`config.mk`:
```
export PLATFORM = sky130hd
export DESIGN_NAME = adc_tap_line
export DESIGN_NICKNAME = d
export VERILOG_FILES = /design/src/rtl/adc_pkg.sv /design/src/rtl/adc_decim_cnt.sv /design/src/rtl/adc_tap_line.sv
export SDC_FILE = /design/constraint.sdc
export NUM_CORES = 1
export LEC_CHECK = 0
export CAP_MARGIN = 15
export CORE_AREA = 2 2 234 236
export CTS_CLUSTER_DIAMETER = 100
export DETAILED_ROUTE_END_ITERATION = 8
export DIE_AREA = 0 0 236 238
export PLACE_DENSITY_LB_ADDON = 0.2
export SETUP_SLACK_MARGIN = 0.1
export SLEW_MARGIN = 5
export SYNTH_ARGS = -nofsm -noshare
export SYNTH_HDL_FRONTEND = slang
export SYNTH_SLANG_ARGS = --single-unit
```
`constraint.sdc`:
```
create_clock -name clk -period 1.4 [get_ports clk]
set_clock_uncertainty 0.15 [all_clocks]
set_input_delay 0.21 -clock clk [delete_from_list [all_inputs] [get_ports clk]]
set_output_delay 0.21 -clock clk [all_outputs]
set_load 0.1 [all_outputs]
```
`src/rtl/adc_pkg.sv`:
```
// Shared types and default sizing for the ADC tap line.
package adc_pkg;
  localparam int ADC_IN_W  = 12;
  localparam int ADC_TAP_W = 36;
  localparam int ADC_DEPTH = 16;

  typedef enum logic [1:0] {
    EMPTY,
    FILL,
    FULL
  } tap_state_t;
endpackage

```
`src/rtl/adc_decim_cnt.sv`:
```
// Keep-1-of-DECIM phase counter; fire marks a tick that lands on phase 0.
module adc_decim_cnt #(
  parameter int DECIM = 1
) (
  input  logic clk,
  input  logic rst_n,
  input  logic clr,
  input  logic tick,
  output logic fire
);
  localparam int CW = (DECIM > 1) ? $clog2(DECIM) : 1;

  logic [CW-1:0] cnt_q, cnt_d;

  always_comb begin
    cnt_d = cnt_q;
    if (clr) begin
      cnt_d = '0;
    end else if (tick) begin
      cnt_d = (cnt_q == CW'(DECIM - 1)) ? '0 : cnt_q + 1'b1;
    end
  end

  assign fire = tick && (cnt_q == '0);

  always_ff @(posedge clk or negedge rst_n) begin
    if (!rst_n) begin
      cnt_q <= '0;
    end else begin
      cnt_q <= cnt_d;
    end
  end
endmodule

```
`src/rtl/adc_tap_line.sv`:
```
// Decimating shift line of sign-extended ADC samples; taps[0] newest.
module adc_tap_line
  import adc_pkg::*;
#(
  parameter int IN_W  = ADC_IN_W,
  parameter int WIDTH = ADC_TAP_W,
  parameter int DEPTH = ADC_DEPTH,
  parameter int DECIM = 1
) (
  input  logic                               clk,
  input  logic                               rst_n,
  input  logic                               flush,
  input  logic                               in_valid,
  input  logic signed [IN_W-1:0]             adc_in,
  output logic        [DEPTH-1:0][WIDTH-1:0] taps,
  output logic                               taps_valid,
  output logic                               tap_strobe,
  output logic        [$clog2(DEPTH+1)-1:0]  fill_count,
  output tap_state_t                         state_dbg
);
  localparam int FW = $clog2(DEPTH + 1);

  // in_valid only qualifies adc_in; there is no back-pressure, every
  // qualified sample on decimation phase 0 is taken that cycle.
  logic                        accept;
  logic [WIDTH-1:0]            sample;
  logic [DEPTH-1:0][WIDTH-1:0] taps_q, taps_d;
  logic [FW-1:0]               fill_q, fill_d;
  logic                        strobe_q, strobe_d;
  tap_state_t                  state_q, state_d;

  adc_decim_cnt #(.DECIM(DECIM)) u_decim (
    .clk  (clk),
    .rst_n(rst_n),
    .clr  (flush),
    .tick (in_valid && !flush),
    .fire (accept)
  );

  assign sample = WIDTH'(adc_in);

  always_comb begin
    taps_d   = taps_q;
    fill_d   = fill_q;
    strobe_d = accept;
    state_d  = state_q;
    if (flush) begin
      taps_d  = '0;
      fill_d  = '0;
      state_d = EMPTY;
    end else if (accept) begin
      taps_d = {taps_q[DEPTH-2:0], sample};
      if (fill_q != FW'(DEPTH)) fill_d = fill_q + 1'b1;
      case (state_q)
        EMPTY:   state_d = FILL;
        FILL:    state_d = (fill_q == FW'(DEPTH - 1)) ? FULL : FILL;
        FULL:    state_d = FULL;
        default: state_d = EMPTY;
      endcase
    end
  end

  always_ff @(posedge clk or negedge rst_n) begin
    if (!rst_n) begin
      taps_q   <= '0;
      fill_q   <= '0;
      strobe_q <= 1'b0;
      state_q  <= EMPTY;
    end else begin
      taps_q   <= taps_d;
      fill_q   <= fill_d;
      strobe_q <= strobe_d;
      state_q  <= state_d;
    end
  end

  assign taps       = taps_q;
  assign fill_count = fill_q;
  assign tap_strobe = strobe_q;
  assign taps_valid = (state_q == FULL);
  assign state_dbg  = state_q;
endmodule

```
==> results.sh <==
export IMPL_fp_coreArea_mm2=0.0535
export IMPL_reg2reg_slack_ns=-0.20
export IMPL_worstPathRequired_ns=1.04
export IMPL_fin_util=0.451
export IMPL_synth_avg_cell_area_um2=10.7
export IMPL_grtUsageTotal=0.127
export IMPL_r2r_end="fill_count[0]$_DFFE_PN0P_"
export IMPL_reg2reg_depth=5
export IMPL_synth_commonest_cells="buf_4 (384), dfrtp_1 (200), nor2_1 (196)"
export IMPL_drtPass1Iterations=4
export IMPL_crit_type="register to output port"
export IMPL_yosysUniqueCellTypes=27
export IMPL_ys_flop_type="dfrtp_1"
export IMPL_yosys_warnings=0
export IMPL_cp_max_fo=6
export IMPL_yosysMostFrequentCell="buf_4"
export IMPL_viasPerCell=3.75
export IMPL_wl_per_cell_um=17.1
export IMPL_synth_top_area_cell="dfrtp_1"
export IMPL_syn_inst=1048
export IMPL_endpoint_kind="output port"
export IMPL_die_w_um=236
export IMPL_synthTopCellsByArea="dfrtp_1 (45%), buf_4 (26%), mux2i_1 (17%)"
export IMPL_start_util=0.210
export IMPL_vias=8095
export IMPL_htreeDepth=4
export IMPL_drtAntennaViolNets=0
export IMPL_vdd_drop_max_v=0.000663
export IMPL_ioPinCount=601
export IMPL_grt_pass1_wl_mm=53.7
export IMPL_finish_instance_area_mm2=0.0241
export IMPL_synth_edff_count=0
export IMPL_multiInputGateArea_mm2=0.00293
export IMPL_grt_pass1_vias=7900
export IMPL_cts_buffers=17
export IMPL_min_delay_start="in_valid"
export IMPL_n_antenna_cell=0
export IMPL_violations="setup timing"
export IMPL_fin_crit_sh=1.27
export IMPL_place_inst=1989
export IMPL_cts_max_path_buffers=2
export IMPL_syn_num_nets=1067
export IMPL_cts_root_buffer_cell="clkbuf_16"
export IMPL_setup_ws_ns=-0.379
export IMPL_area_growth_pct=115
export IMPL_min_delay_path_depth=3
export IMPL_p_per_area_mw_per_mm2=564
export IMPL_crit_path_start_kind="register"
export IMPL_placed_cell_area_mm2=0.0217
export IMPL_tightest_slew_ns=0.369
export IMPL_portBuffers=600
export IMPL_hold_end="taps[256]$_DFFE_PN0P_"
export IMPL_path_clk_slew_ns=0.08
export IMPL_drc_errors=0
export IMPL_fillerInstances=4770
export IMPL_ys_seq_area_frac=0.446
export IMPL_drive_gt1_frac=0.646
export IMPL_cts_sinks=200
export IMPL_final_max_slew_viol_count=0
export IMPL_die_h_um=238
export IMPL_slew_headroom=0.754
export IMPL_final_nets=1471
export IMPL_grt_start_max_net_pins=41
export IMPL_total_leakage_power_nw=10.7
export IMPL_cts_tree="yes"
export IMPL_gr_total_overflow=0
export IMPL_slowest_delay_ns=0.56
export IMPL_cpMaxStageDelayCell="dfrtp_4"
export IMPL_status="finished with violations"
export IMPL_path_cells="clkbuf_16 > buf_12"
export IMPL_seq_area_mm2=0.00517
export IMPL_syn_cell_area_mm2=0.0112
export IMPL_grt_setup_unrepaired="true"
export IMPL_worstHoldPathType="input pin to register"
export IMPL_hold_violations=0
export IMPL_clk_latency_ns=0.49
export IMPL_netlist_area_leader_share=0.446
export IMPL_r2r_start="fill_count[0]$_DFFE_PN0P_"
export IMPL_place_congestion=0.703
export IMPL_place_hpwl_mm=27.3
export IMPL_maxCapViolCount=0
export IMPL_instances_no_fill=2161
export IMPL_antenna_found_initial=0
export IMPL_rows=85
export IMPL_critical_path_arrival_ns=1.42
export IMPL_min_period_ns=1.78
export IMPL_synthArstFlopShare=1.00
export IMPL_drtIter0Drc=325
export IMPL_die_area_mm2=0.0562
export IMPL_synth_seq_cells=200
export IMPL_max_freq_mhz=562
export IMPL_wirelength_mm=36.9
export IMPL_setup_viol_count_final=591
logic make-up after synthesis:
family          share of synthesized area
buf+inv                             0.298
simple gates                       0.0738
flops                               0.446
mux                                 0.174
compound gates                    0.00435
fa+ha+maj                         0.00335
xor+xnor                         0.000781
per-stage QoR:
step	hold slack [ns]	setup TNS [ns]	total power [W]	worst slack, ns
3_3_place_gp	-0.0235	-0.411	0.00854	-0.169
5_1_grt	0.0210	-187.70	0.0142	-0.436
6_report	0.0219	-151.42	0.0136	-0.379
3_5_place_dp	-0.0199	-0.590	0.00854	-0.172
2_1_floorplan	-0.236	-79.57	0.00784	-0.314
4_1_cts	-0.0596	-190.74	0.0138	-0.439
layout by cell type, fill, tap and decap left out, drive strengths merged, types with 2 or more instances in the layout:
cell           Yosys  layout
a21oi              4       4
buf              410     786
clkbuf            19      32
clkdlybuf4s50      0      12
clkinv             0       5
dfrtp            200     200
dlygate4sd3        0       3
ha                 3       3
inv                4      11
mux2i            193     193
nand2              5       5
nor2             196     196
nor2b              2       2
layer usage:
layer,track usage,share of wire,vias up
met4,0.0396,0.013,0
met2,0.223,0.54,284
met5,0,0,-
met3,0.0507,0.081,24
met1,0.140,0.36,3978
li1,-,-,3809
worst max-delay path by stage:
stage                                    from                         to  slack (ns)  depth (start not counted)
floorplan           fill_count[1]$_DFFE_PN0P_  fill_count[0]$_DFFE_PN0P_       -0.31                          5
global placement    fill_count[0]$_DFFE_PN0P_  fill_count[4]$_DFFE_PN0P_       -0.17                          6
detailed placement  fill_count[0]$_DFFE_PN0P_  fill_count[0]$_DFFE_PN0P_       -0.17                          5
CTS                      taps[70]$_DFFE_PN0P_                   taps[59]       -0.44                          2
global route            taps[286]$_DFFE_PN0P_                  taps[286]       -0.44                          2
finish                   taps[34]$_DFFE_PN0P_                   taps[20]       -0.38                          2
repair_timing:
| item | CTS | global route |
|---|---|---|
| hold buffers | 2 | 1 |
| setup endpoints to repair | 591 | 598 |
| cloned | 14 | 12 |
| pin swaps | 0 | 7 |
| endpoints found under the hold margin | 220 | 1 |
| setup buffers | 10 | 101 |
| gates resized for setup | 27 | 102 |
power by group:
group	switching [W]	internal, W	leakage (nW)
Sequential	0.0000896	0.00583	2.61
Clock	0.00260	0.00248	0.291
Combinational	0.00164	0.000960	7.78
Total	0.00434	0.00928	10.7
state kept, by name (all words and copies together) (netlist names):
| register | count |
|---|---|
| tap_strobe | 1 |
| taps | 192 |
| state_dbg | 2 |
| fill_count | 5 |
cell type report:
cell class,instances,share of cell area
Tap cell,696,0.0361
Inverter,4,0.000829
Multi-Input combinational cell,415,0.121
Clock buffer,19,0.0188
Sequential cell,200,0.214
Timing Repair Buffer,814,0.603
Clock inverter,13,0.00601
critical path: cells and delay by family, from the launching register on:
kind / cells / cell delay (ns)
buffers and inverters: 2 / 0.36
DFF: 1 / 0.56
No activity file was read; power rests on OpenSTA's default activity.
